===== src/rtl/flash_rd_arbiter.sv =====
// rtl/flash_rd_arbiter.sv - two-port read arbiter and sequencer for the shared 16-bit flash bus
// Optional single-entry word cache: define FLASH_RD_ARB_CACHE_EN.
module flash_rd_arbiter #(
  parameter int ADDR_W      = 22,
  parameter int WAIT_CYCLES = 2
) (
  input  logic              clk,
  input  logic              rst_n,
  input  logic              m0_req,
  input  logic [ADDR_W:0]   m0_addr,
  output logic              m0_ack,
  output logic [7:0]        m0_data,
  input  logic              m1_req,
  input  logic [ADDR_W:0]   m1_addr,
  output logic              m1_ack,
  output logic [7:0]        m1_data,
  output logic [ADDR_W-1:0] flash_a,
  input  logic [15:0]       flash_d,
  output logic              flash_ce_n,
  output logic              flash_oe_n,
  output logic              flash_adv_n,
  output logic              busy
);

  typedef enum logic [2:0] {
    S_IDLE,
    S_LAUNCH,
    S_WAIT,
    S_DONE
`ifdef FLASH_RD_ARB_CACHE_EN
    , S_HIT
`endif
  } state_t;

  localparam logic [3:0] WAIT_LAST = (WAIT_CYCLES == 0) ? 4'd0 : 4'(WAIT_CYCLES - 1);

  state_t            state;
  state_t            next_state;
  logic [3:0]        cnt;
  logic              grant;
  logic              last_grant;
  logic              byte_sel;
  logic              pick1;
  logic [ADDR_W:0]   sel_addr;
  logic [15:0]       word;
  logic [7:0]        rd_byte;
`ifdef FLASH_RD_ARB_CACHE_EN
  logic              hit;
  logic [ADDR_W-1:0] cache_tag;
  logic [15:0]       cache_data;
  logic              cache_valid;
`endif

  always_comb begin
    // Round-robin: on a tie the port that did not win last time is served.
    pick1    = m1_req && (!m0_req || !last_grant);
    sel_addr = pick1 ? m1_addr : m0_addr;
    word     = flash_d;
`ifdef FLASH_RD_ARB_CACHE_EN
    hit = cache_valid && (cache_tag == sel_addr[ADDR_W:1]);
    if (state == S_HIT) word = cache_data;
`endif
    rd_byte    = byte_sel ? word[15:8] : word[7:0];
    next_state = state;
    case (state)
      S_IDLE: begin
        if (m0_req || m1_req) begin
`ifdef FLASH_RD_ARB_CACHE_EN
          next_state = hit ? S_HIT : S_LAUNCH;
`else
          next_state = S_LAUNCH;
`endif
        end
      end
      S_LAUNCH: next_state = (WAIT_CYCLES == 0) ? S_DONE : S_WAIT;
      S_WAIT:   if (cnt == 4'd0) next_state = S_DONE;
      S_DONE:   next_state = S_IDLE;
`ifdef FLASH_RD_ARB_CACHE_EN
      S_HIT:    next_state = S_DONE;
`endif
      default:  next_state = S_IDLE;
    endcase
  end

  always_ff @(posedge clk or negedge rst_n) begin
    if (!rst_n) begin
      state       <= S_IDLE;
      cnt         <= 4'd0;
      grant       <= 1'b0;
      last_grant  <= 1'b1;
      byte_sel    <= 1'b0;
      flash_a     <= '0;
      flash_ce_n  <= 1'b1;
      flash_oe_n  <= 1'b1;
      flash_adv_n <= 1'b1;
      m0_ack      <= 1'b0;
      m1_ack      <= 1'b0;
      m0_data     <= 8'h00;
      m1_data     <= 8'h00;
      busy        <= 1'b0;
`ifdef FLASH_RD_ARB_CACHE_EN
      cache_tag   <= '0;
      cache_data  <= 16'h0000;
      cache_valid <= 1'b0;
`endif
    end else begin
      state       <= next_state;
      busy        <= (next_state != S_IDLE);
      m0_ack      <= 1'b0;
      m1_ack      <= 1'b0;
      flash_adv_n <= 1'b1;
      if (state == S_IDLE && next_state != S_IDLE) begin
        grant    <= pick1;
        byte_sel <= sel_addr[0];
      end
      if (state == S_IDLE && next_state == S_LAUNCH) begin
        flash_a     <= sel_addr[ADDR_W:1];
        flash_ce_n  <= 1'b0;
        flash_oe_n  <= 1'b0;
        flash_adv_n <= 1'b0;
      end
      if (state == S_LAUNCH) cnt <= WAIT_LAST;
      else if (state == S_WAIT) cnt <= cnt - 4'd1;
      // Capture edge: flash_d is sampled here and the strobes released.
      if (next_state == S_DONE) begin
        flash_ce_n <= 1'b1;
        flash_oe_n <= 1'b1;
        last_grant <= grant;
        if (grant) begin
          m1_ack  <= 1'b1;
          m1_data <= rd_byte;
        end else begin
          m0_ack  <= 1'b1;
          m0_data <= rd_byte;
        end
`ifdef FLASH_RD_ARB_CACHE_EN
        if (state != S_HIT) begin
          cache_tag   <= flash_a;
          cache_data  <= flash_d;
          cache_valid <= 1'b1;
        end
`endif
      end
    end
  end

endmodule


===== config.mk =====
export PLATFORM = sky130hd
export DESIGN_NAME = flash_rd_arbiter
export DESIGN_NICKNAME = d
export VERILOG_FILES = /design/src/rtl/flash_rd_arbiter.sv
export SDC_FILE = /design/constraint.sdc
export NUM_CORES = 1
export LEC_CHECK = 0
export ABC_AREA = 1
export BUFFER_PORTS_ARGS = -buffer_cell sky130_fd_sc_hd__buf_2
export CORE_ASPECT_RATIO = 1.4
export CORE_MARGIN = 4
export CORE_UTILIZATION = 44
export CTS_BUF_LIST = sky130_fd_sc_hd__clkbuf_4
export CTS_CLUSTER_SIZE = 28
export DETAILED_ROUTE_END_ITERATION = 10
export HOLD_SLACK_MARGIN = 0.05
export PLACE_DENSITY = 0.89
export SLEW_MARGIN = 5
export SYNTH_ARGS = -nofsm -noshare
export SYNTH_HDL_FRONTEND = slang
export SYNTH_SLANG_ARGS = --single-unit

===== constraint.sdc =====
create_clock -name clk -period 1.3 [get_ports clk]
set_input_delay 0.195 -clock clk [delete_from_list [all_inputs] [get_ports clk]]
set_output_delay 0.195 -clock clk [all_outputs]
set_load 0.01 [all_outputs]

==> After elaboration in Yosys (flattened, before gate mapping) <==
Cells that the tools add are included.
{ "word_totals": {"reg_bits": 53, "elab_cells": 47, "input_bits": 66} }
{ "op_classes": {"n_reduce_logical": 14, "bitwise": 1, "n_mux": 14, "n_eq_ne": 4, "add_sub_neg": 1} }
{ "op_table": {"columns": ["operator", "count"], "rows": [
  ["$mux W23", 1],
  ["$pmux W3 S3", 1],
  ["$mux W4", 2],
  ["$mux W8", 1],
  ["$mux W1", 7],
  ["$eq A3 B1 Y1 const B", 2],
  ["$eq A3 B2 Y1 const B", 2],
  ["$mux W3", 2],
  ["$logic_not A4 Y1", 1],
  ["$reduce_and A2 Y1", 2],
  ["$reduce_bool A2 Y1", 2],
  ["$sub A4 B1 Y4 const B", 1],
  ["$logic_and A1 B1 Y1", 3],
  ["$logic_not A3 Y1", 1],
  ["$reduce_bool A3 Y1", 1],
  ["$logic_not A1 Y1", 2],
  ["$logic_or A1 B1 Y1", 2],
  ["$not A1 Y1", 1]
]} }

==> Logic depth before layout (Yosys ltp) <==
{ "depth": {"depth_word": 7, "ltp_mapped": 8} }

==> Worst setup path before layout <==
OpenSTA, ideal clock, no wires.
{ "synth_timing": {"path_type": "reg-to-reg", "start": "reg cnt[0]", "end": "reg m1_data[0]", "path_buffers": 0, "synth_period_minus_slack_ns": 1.266, "path_stages_with_launch": 8, "t_required_ns": 1.183, "setup_time_ns": 0.117, "setup_slack_ns": 0.034, "arrival_ns": 1.149, "path_cell_list": "dfrtp_1 inv_1 ha_1 nand2_1 nor2_1 nand3_2 nand2_1 nand2_1"} }
{ "synth_via": {"elab_chain_len": 5} }
{ "synth_lines": {"columns": ["item", "line_no", "rtl"], "rows": [
  ["start, declared", "39", "logic [3:0] cnt;"],
  ["start signal, assigned", "123", "else if (state == S_WAIT) cnt <= cnt - 4'd1;"],
  ["$logic_not A4 Y1", "76", "S_WAIT: if (cnt == 4'd0) next_state = S_DONE;"],
  ["$mux W3", "76", null],
  ["$pmux W3 S3", "65", "case (state)"],
  ["$eq A3 B2 Y1", "125", "if (next_state == S_DONE) begin"],
  ["$reduce_and A2 Y1 (no source line)", null, null],
  ["end signal, assigned", "131", "m1_data <= rd_byte;"],
  ["end, declared", "16", "output logic [7:0] m1_data,"]
]} }
No other way between the ends.
A chain may end at the register's enable or synchronous reset.

==> Final worst setup path <==
{ "layout_timing": {"start": "reg cnt[0]", "end": "reg m1_data[7]"} }
Same word-level chain as after synthesis.

==> out/metrics.yaml <==
overflow: 0
grt_first_pass_wirelength_um: 10800
nFillCells: 461
dp_hpwl_um: 4930
grt_pass1_vias: 2414
path_common_cell: "nand2_2"
dpl-instance-area_um2: 3220
drtIter0Drc: 90
grtUsageTotal_pct: 19.1
start_kind: "register"
p_leak_nw: 2.00
syn_area_um2: 2550
routed_wl_um: 7000
syn_area_per_cell_um2: 7.77
clk_pin_slew_ns: 0.14
grt_setup_unrepaired: "true"
rrSetupSlack_ns: -0.08
viasPerCell: 4.92
cap_violations: 0
cp.required_ns: 1.56
final.period_utilization_pct: 106
min_path_cells: 5
drc: 0
die_x_um: 72.4
status: "finished with violations"
wire_per_inst_um: 13.3
grt_max_degree: 24
r2r_end: "m1_data[7]"
num_rows: 32
path_max_fanout: 5
critical_path_class: "register to register"
synth_nets: 396
final_net_count: 523
min_path_type: "primary input to register"
cts.sinks: 53
start_util_pct: 45.9
coreArea_um2: 5570
first_pass_iters: 4
vias: 2582
ys_seq_elements: 53
finalHoldViolations: 0
cts_htree_levels: 2
cts_root_buffer: "clkbuf_4"
synth_seq_area_share_pct: 52.1
setup_violations: 16
powerDensity_nw_per_um2: 1730
worstReg2RegStart: "cnt[0]"
clock_path_buffers: 2
clock.fmax_mhz: 724
place.port_buffers: 109
antenna_found_initial: 0
finalMaxSlewViolations: 0
antenna_cells: 0
cp_cell_sequence: "inv_2 -> ha_4 -> nand2_2 -> nor2_4 -> buf_6 -> nand3_4 -> nand2_2 -> nand2_1"
synthCells: 329
finalPower_mw: 6.12
clkLatencyLatePin_ns: 0.36
hold_path_end: "flash_a[20]"
crit_slowest_cell: "dfrtp_1"
crit_path_max_incr_delay_ns: 0.43
hold_start: "m0_addr[21]"
die_area_um2: 7110
cp.arrival_ns: 1.65
final_area_um2: 3550
violations: "negative setup slack"
fin_worst_skew_ns: 0.00748
drive_gt1_share_pct: 38.7
cts_tree: "built"
vdd_drop_max_v: 0.000816
detail-route-antenna-nets: 0
setup_ws_ns: -0.0821
globalplace.congestion: 0.759
area_growth_pct: 38.8
numCtsBuffers: 5
yosysWarnings: 0
die_h_um: 98.2
worstRegToRegCells: 8
ys_types: 22
fin_crit_ns: 1.38
worst_setup_path_end_kind: "register"
pin_count: 110
## synthesized netlist by cell type
cell      number  share of area (%)
dfstp_2        3                3.1
nand4_2        1               0.49
nand3_4        1               0.69
inv_2          4               0.59
nand3_2        2               0.78
conb_1         1               0.15
buf_6          3                1.3
ha_1           1               0.49
o22ai_1        1               0.25
o21ai_0       11                2.2
buf_2          6                1.2
nor2_4         1               0.44
clkinv_1       1               0.15
clkbuf_1       2               0.29
buf_4          5                1.5
inv_1         17                2.5
nand3_1       44                8.6
xor2_1         1               0.34
nor3_4         1               0.64
nand2_1      171                 25
dfrtp_1       50                 49
nor2_1         2               0.29
## critical path, delay by kind of cell, from the launching register on
kind / cells / cell delay [ns]
flops: 1 / 0.43
fa+ha+maj: 1 / 0.18
simple gates: 5 / 0.42
buf+inv: 2 / 0.25
## final cells by class
class,instances,area [um^2],share of cell area [%]
Clock buffer,6,45.0,1.27
Clock inverter,2,10.0,0.282
Inverter,22,87.6,2.47
Multi-Input combinational cell,240,1150,32.5
Sequential cell,53,1330,37.6
Tap cell,68,85.1,2.40
Timing Repair Buffer,134,835,23.5
## sequential cells by signal, summed over array words and instances, names as in the netlist, 3 cells and up
signal	flops
m1_data	8
cnt	4
state	3
flash_a	22
m0_data	8
## stage by stage
stage / hold slack [ns] / instances / utilization (%) / worst slack (ns) / TNS (ns)
6_report: 0.106 / 525 / 63.7 / -0.0821 / -0.902
3_5_place_dp: 0.133 / 504 / 57.8 / -0.159 / -2.18
3_3_place_gp: 0.125 / 504 / 57.8 / -0.0343 / -0.253
5_1_grt: 0.0955 / 525 / 63.7 / -0.129 / -1.93
2_1_floorplan: -0.101 / 329 / - / 0.0337 / 0
4_1_cts: 0.0880 / 518 / 61.0 / -0.0235 / -0.160
## where the power goes
group / switching [mW] / internal, mW
combinational: 1.50 / 1.20
clock: 0.490 / 0.228
sequential: 0.457 / 2.24
## layout by cell type, fill, tap and decap left out, types with 2 or more instances in the layout
| master | n |
|---|---|
| buf_12 | 4 |
| buf_2 | 107 |
| buf_4 | 14 |
| buf_6 | 7 |
| clkbuf_4 | 6 |
| clkinv_2 | 2 |
| dfrtp_1 | 48 |
| dfrtp_2 | 2 |
| dfstp_2 | 3 |
| inv_1 | 15 |
| inv_2 | 5 |
| nand2_1 | 157 |
| nand2_2 | 14 |
| nand3_1 | 43 |
| nand3_4 | 5 |
| nor2_4 | 2 |
| o21ai_0 | 11 |
## repair_timing
action,in CTS,in global routing
hold endpoints to repair,47,0
cloned,2,1
setup endpoints to repair,20,41
gates resized for setup,16,22
pin swaps,9,9
buffers inserted,3,6
hold buffers,1,0
## logic make-up after synthesis
kind of cell / count (synthesis) / share of synthesized area (%)
buf+inv: 38 / 7.49
simple gates: 223 / 37.1
other cells: 1 / 0.147
xor+xnor: 1 / 0.343
compound gates: 12 / 2.40
flops: 53 / 52.1
fa+ha+maj: 1 / 0.490
## per-layer routing
layer	vias up	track usage [%]	wire length, um
met2	105	34.2	3610
met1	1182	22.3	2710
met4	0	6.82	171
met5	-	0	0
li1	1280	-	-
met3	15	3.60	511
## worst max-delay path by stage
stage               startpoint         end
finish                  cnt[0]  m1_data[7]
CTS                     cnt[1]  m0_data[2]
floorplan               cnt[0]  m1_data[0]
global route            cnt[0]  m1_data[3]
detailed placement      cnt[0]  m1_data[7]
global placement        cnt[0]  m1_data[6]
No activity file was read; power rests on OpenSTA's default activity.
